[src/rtl/regfile_scoreboard.sv]
// ---------------------------------------------------------------------------
// regfile_scoreboard
//
// This is a 2-read / 1-write register file with a busy scoreboard for each
// register. The issue stage marks a destination busy when it launches a
// multicycle op (mult/div). Writeback to that register clears the mark. The
// stall logic reads the busy flags through the two read ports and through
// busy_count.
//
// Parameters
//   DATA_WIDTH : width of each register and of the data ports
//   ADDR_WIDTH : register index width; depth = 2**ADDR_WIDTH
//   ZERO_REG   : 1 -> register 0 reads 0, drops writes and issues, is never busy
//   BYPASS     : 1 -> a same-cycle write is forwarded to the matching read port
//                     and masks that port's busy flag
//
// Ports
//   clock            : sole clock; all state updates on the rising edge
//   ctrl_reset       : asynchronous active-high reset (clears data and busy)
//   ctrl_writeEnable : writeback strobe
//   ctrl_writeReg    : writeback destination index
//   data_writeReg    : writeback data
//   ctrl_readRegA/B  : read port indices
//   data_readRegA/B  : read port data (combinational)
//   ctrl_issueEnable : mark ctrl_issueReg busy at the next edge
//   ctrl_issueReg    : register whose result is now pending
//   ctrl_flush       : synchronous clear of every busy bit (data untouched)
//   busy_readRegA/B  : pending-result flag for the register on each read port
//   busy_count       : number of registers currently busy
// ---------------------------------------------------------------------------
module regfile_scoreboard #(
    parameter int DATA_WIDTH = 32,
    parameter int ADDR_WIDTH = 5,
    parameter bit ZERO_REG   = 1'b1,
    parameter bit BYPASS     = 1'b1
) (
    input  logic                  clock,
    input  logic                  ctrl_reset,
    input  logic                  ctrl_writeEnable,
    input  logic [ADDR_WIDTH-1:0] ctrl_writeReg,
    input  logic [DATA_WIDTH-1:0] data_writeReg,
    input  logic [ADDR_WIDTH-1:0] ctrl_readRegA,
    input  logic [ADDR_WIDTH-1:0] ctrl_readRegB,
    output logic [DATA_WIDTH-1:0] data_readRegA,
    output logic [DATA_WIDTH-1:0] data_readRegB,
    input  logic                  ctrl_issueEnable,
    input  logic [ADDR_WIDTH-1:0] ctrl_issueReg,
    input  logic                  ctrl_flush,
    output logic                  busy_readRegA,
    output logic                  busy_readRegB,
    output logic [ADDR_WIDTH:0]   busy_count
);

    localparam int DEPTH = 1 << ADDR_WIDTH;

    // Register storage and scoreboard, kept as plain flops.
    logic [DATA_WIDTH-1:0] regs_q [DEPTH];
    logic [DATA_WIDTH-1:0] regs_d [DEPTH];
    logic [DEPTH-1:0]      busy_q;
    logic [DEPTH-1:0]      busy_d;

    // -----------------------------------------------------------------------
    // Next state for each register. At the same edge, issue overrides a clear.
    // A clear comes from a flush or from writeback to this register. If an
    // issue and a writeback hit the same register, the data is written and
    // the register stays busy, because a new producer is in flight.
    // -----------------------------------------------------------------------
    genvar gi;
    generate
        for (gi = 0; gi < DEPTH; gi++) begin : g_reg
            localparam logic [ADDR_WIDTH-1:0] IDX = ADDR_WIDTH'(gi);
            localparam bit HARDWIRED = ZERO_REG && (gi == 0);

            logic                  wr_hit;
            logic                  iss_hit;
            logic [DATA_WIDTH-1:0] data_d;
            logic                  busy_bit_d;

            assign wr_hit  = ctrl_writeEnable && (ctrl_writeReg == IDX);
            assign iss_hit = ctrl_issueEnable && (ctrl_issueReg == IDX);

            always_comb begin
                data_d     = regs_q[gi];
                busy_bit_d = busy_q[gi];
                if (wr_hit) begin
                    data_d = data_writeReg;
                end
                if (ctrl_flush || wr_hit) begin
                    busy_bit_d = 1'b0;
                end
                if (iss_hit) begin
                    busy_bit_d = 1'b1;
                end
                // A hardwired zero register stays at 0 and is never busy.
                if (HARDWIRED) begin
                    data_d     = '0;
                    busy_bit_d = 1'b0;
                end
            end

            assign regs_d[gi] = data_d;
            assign busy_d[gi] = busy_bit_d;
        end
    endgenerate

    always_ff @(posedge clock or posedge ctrl_reset) begin
        if (ctrl_reset) begin
            for (int i = 0; i < DEPTH; i++) begin
                regs_q[i] <= '0;
            end
            busy_q <= '0;
        end else begin
            for (int i = 0; i < DEPTH; i++) begin
                regs_q[i] <= regs_d[i];
            end
            busy_q <= busy_d;
        end
    end

    // -----------------------------------------------------------------------
    // Read ports, indexed 0 = A and 1 = B. Bypassing is gated off while reset
    // is held, so outputs read as zero during reset even if a write strobe is
    // active.
    // -----------------------------------------------------------------------
    logic [ADDR_WIDTH-1:0] rd_idx  [2];
    logic [DATA_WIDTH-1:0] rd_data [2];
    logic                  rd_busy [2];

    assign rd_idx[0] = ctrl_readRegA;
    assign rd_idx[1] = ctrl_readRegB;

    generate
        for (gi = 0; gi < 2; gi++) begin : g_rd
            logic [DATA_WIDTH-1:0] data_sel;
            logic                  busy_sel;

            always_comb begin
                data_sel = regs_q[rd_idx[gi]];
                busy_sel = busy_q[rd_idx[gi]];
                if (ZERO_REG && (rd_idx[gi] == '0)) begin
                    data_sel = '0;
                    busy_sel = 1'b0;
                end else if (BYPASS && ctrl_writeEnable && !ctrl_reset &&
                             (ctrl_writeReg == rd_idx[gi])) begin
                    data_sel = data_writeReg;
                    busy_sel = 1'b0;
                end
            end

            assign rd_data[gi] = data_sel;
            assign rd_busy[gi] = busy_sel;
        end
    endgenerate

    assign data_readRegA = rd_data[0];
    assign data_readRegB = rd_data[1];
    assign busy_readRegA = rd_busy[0];
    assign busy_readRegB = rd_busy[1];

    // -----------------------------------------------------------------------
    // busy_count is the combinational popcount of the scoreboard. It cannot
    // drift from the busy bits, and it is valid as soon as they settle after
    // each edge.
    // -----------------------------------------------------------------------
    always_comb begin
        busy_count = '0;
        for (int i = 0; i < DEPTH; i++) begin
            busy_count = busy_count + (ADDR_WIDTH + 1)'(busy_q[i]);
        end
    end

endmodule

[config.mk]
export PLATFORM = sky130hd
export DESIGN_NAME = regfile_scoreboard
export DESIGN_NICKNAME = d
export VERILOG_FILES = /design/src/rtl/regfile_scoreboard.sv
export SDC_FILE = /design/constraint.sdc
export NUM_CORES = 2
export LEC_CHECK = 0
export ABC_AREA = 0
export ABC_CLOCK_PERIOD_IN_PS = 76600
export BUFFER_PORTS_ARGS = -buffer_cell sky130_fd_sc_hd__buf_2
export CAP_MARGIN = 30
export CORE_MARGIN = 3
export CORE_UTILIZATION = 35
export CTS_CLUSTER_SIZE = 14
export DETAILED_ROUTE_END_ITERATION = 10
export PLACE_DENSITY_LB_ADDON = 0.25
export SYNTH_ARGS = -nofsm -noshare
export SYNTH_HDL_FRONTEND = slang
export SYNTH_SLANG_ARGS = --single-unit
[constraint.sdc]
create_clock -name clock -period 76.6 [get_ports clock]
set_clock_uncertainty 0.15 [all_clocks]
set_input_delay 11.49 -clock clock [delete_from_list [all_inputs] [get_ports clock]]
set_output_delay 11.49 -clock clock [all_outputs]
set_load 0.01 [all_outputs]
==> summary.txt <==
Status
  • Status: finished, final reports clean

Worst setup path
  • CP max FO: 36
  • Crit-path cells: buf_6 > clkinv_1 > nand2_1 > or4_1 > buf_4 > nand2_1 > buf_4 > a31oi_1 > buf_2
  • Critical path's largest stage delay: slightly below 0.9 ns
  • CP arrival: between 15 and 20 ns
  • Worst setup SP type: input pin
  • Critical path's slowest cell: nand2_1
  • Critical path type: input pin to primary output
  • CP Capture Type: primary output
  • Crit path required time: 64.96 ns

Clocking
  • Worst skew pair latency: roughly 0.7 ns
  • TritonCTS clock tree: done
  • CTS H-Tree Depth: 3
  • Number of post-CTS setup repair buffers: 0
  • CTS root buf: clkbuf_16
  • Cts-stage hold buffer count: 0
  • Num CTS Buffers: around 110
  • Clock transition at path regs: 0.06 ns
  • Post-CTS Resized: 0
  • Clk sinks: 1,023
  • Max Root-Sink Buffers: 3

Routing
  • Routed len/inst: about 34 µm
  • ANT nets after route: 0
  • DRT Pass-1 Iters: 5
  • DR vias/cell: ~6.2
  • Initial DRC Count: around 4,500
  • WL final: approximately 210 mm
  • Drc violations: 0
  • Via count: 37,800

Die
  • Io pins: about 130
  • Die footprint: ~0.17 mm²
  • Die width: a little over 400 µm
  • Core Region: about 0.16 mm²
  • Die height: a little over 400 µm
  • Initial Util: 0.354
  • # rows: about 150

Finish
  • Fill count: 14,800
  • Layout cell share with drive strength beyond 1: 0.513
  • Area grow syn2layout: 11.9%
  • # nets final: roughly 4,000
  • Final Util: 0.396

Timing
  • Final Hold Fails: 0
  • Worst Hold Slack: roughly 0.37 ns
  • RSZ-0062 raised after global routing: false
  • Final worst-path setup slack: between 40 and 50 ns
  • Final setup violation count: 0
  • Period utilisation layout: 0.359
  • F_max: 36.4 MHz
  • Max Slew Vio Count: 0
  • Minimum clock period: between 20 and 30 ns
  • Final setup TNS: 0 ns
  • Worst-margin pin slew: approximately 1.1 ns
  • Max_slew headroom: 0.273

Placement
  • Post-DP HPWL: approximately 120 mm
  • Placement Setup Slack: between 40 and 50 ns
  • Port bufs: between 100 and 150
  • GP Congestion: around 0.80

Synth
  • Mean area per synthesized cell: 14.4 µm²
  • Register area share after synthesis: 0.454
  • Post-synthesis cell type count: 59
  • Number of synthesized register bits: around 1,000
  • Top_reg_cell synth: dfrtp_1
  • Yosys Warn Count: 0
  • Ys async rst share: 1.00
  • EDFF count, synth: 0
  • Cells after Synth: 3,927
  • Post-Syn Area: 0.0564 mm²
  • Syn_nets: roughly 4,000

Global routing
  • GRT Total Usage: 0.243
  • Initial antenna violation count: 14
  • Largest net degree at the start of global routing: around 190
  • Overflow after GRT: 0
  • Global-route wire length before repair: 294 mm
  • Number of global-route vias before repair: 38,000

Hold path
  • Tightest Hold Check Type: register to register

Flow run
  • Max cap viols: 0

Pwr
  • Int Pwr: 1200 µW
  • Peak VDD IR: 0.0000157 V
  • Net switching power: approximately 460 µW
  • Switching Fraction: 0.276
  • Combinational power share: 0.205
  • Clock group share of total power: 0.361
  • PwrDens: between 20 and 30 mW/mm²
  • Sequential power share: 0.434
  • Lkg Pwr: about 0.027 µW
[area by class of cell]
| cell class | instances | area (µm²) | area share |
|---|---|---|---|
| Sequential cell | 1023 | 25600 | 0.406 |
| Antenna cell | 5 | 12.5 | 0.000198 |
| Timing Repair Buffer | 231 | 1750 | 0.0277 |
| Clock inverter | 54 | 808 | 0.0128 |
| Clock buffer | 155 | 3240 | 0.0513 |
| Multi-Input combinational cell | 2424 | 28800 | 0.457 |
| Inverter | 52 | 203 | 0.00321 |
| Tap cell | 2146 | 2690 | 0.0425 |
[placed cells by master (no fill, tap or decap), types with 12 or more instances in the layout]
cell type	synthesis	final
a21oi_1	34	34
a221o_1	15	15
a221oi_1	56	56
a22oi_1	75	75
a31oi_1	16	16
a32o_1	13	13
buf_2	150	120
buf_4	47	89
bufinv_16	0	20
clkbuf_1	192	20
clkbuf_16	0	116
clkbuf_8	0	20
clkinv_2	0	24
dfrtp_1	1023	1023
fa_1	23	23
inv_1	48	47
mux2_2	1104	1104
mux2i_1	74	74
mux4_2	433	433
nand2_1	94	82
nand2b_1	22	19
nand3_1	43	39
nand3b_1	18	18
nand4_1	20	20
nor2_1	58	45
nor2_4	0	12
nor2b_1	33	27
o2111ai_1	13	13
o21ai_0	48	48
o21ai_1	18	18
o22ai_1	51	51
o31ai_1	18	17
o32ai_1	15	15
xnor2_1	12	12
[routing by layer]
| metal | vias to the layer above | track usage | part of all wire |
|---|---|---|---|
| met5 | - | 0 | 0.00042 |
| li1 | 15000 | - | - |
| met1 | 20800 | 0.353 | 0.44 |
| met3 | 307 | 0.0535 | 0.085 |
| met2 | 1683 | 0.363 | 0.45 |
| met4 | 14 | 0.0746 | 0.029 |
[worst max-delay path, delay by kind of cell]
kind	cells	cell delay, ns
AO/OA/AOI/OAI	1	0.66
buffers and inverters	5	2.21
AND/OR/NAND/NOR	3	1.45
[cell families after synthesis]
logic type               after synthesis  share of synthesized area
AO/OA/AOI/OAI                        428                     0.0561
buffers and inverters                480                     0.0404
multiplexers                        1618                      0.408
AND/OR/NAND/NOR                      335                     0.0301
flip-flops                          1023                      0.454
XOR/XNOR                              13                    0.00202
adder cells (fa/ha/maj)               30                    0.00971
[registers in the layout (all words and copies together), names as in the netlist]
signal	count
busy_q	31
regs_q	992
[through the flow]
stage,power [µW],instance area [µm²],cells
after floorplan,963,56400,3927
after global placement,1050,58700,5863
after detailed placement,1060,59000,5873
after CTS,1660,63000,6082
after global routing,1720,63100,6085
final,1660,63100,6090
[cell usage after synthesis (all sizes together), types with 51 or more instances]
cell	n	area, µm²
mux2	1110	12500
dfrtp	1023	25600
mux4	434	9780
buf	235	1360
clkbuf	193	726
nand2	94	353
a22oi	75	563
mux2i	74	741
o21ai	66	330
nor2	58	218
a221oi	56	490
o22ai	51	319
[path summary, 6_finish.rpt]
check                                 startpoint           endpoint  slack [ns]  cells after the start
worst max-delay path            ctrl_readRegA[2]  data_readRegA[15]       49.11                      9
worst min-delay path                 regs_q[578]        regs_q[578]        0.37                      1
worst max register to register        busy_q[19]         busy_q[19]       75.58                      2
worst min register to register       regs_q[578]        regs_q[578]        0.37                      1
max in group asynchronous             ctrl_reset        regs_q[641]       63.29                      6
min in group asynchronous             ctrl_reset        regs_q[381]       10.76                      3
[power by group through the flow]
stage               logic, µW  registers, µW  clock network [µW]
CTS                       339            715                 608
global placement          332            720                   0
global route              362            730                 630
finish                    339            718                 598
floorplan                 261            702                   0
detailed placement        338            724                   0
Power figures use the tool's default switching activity.
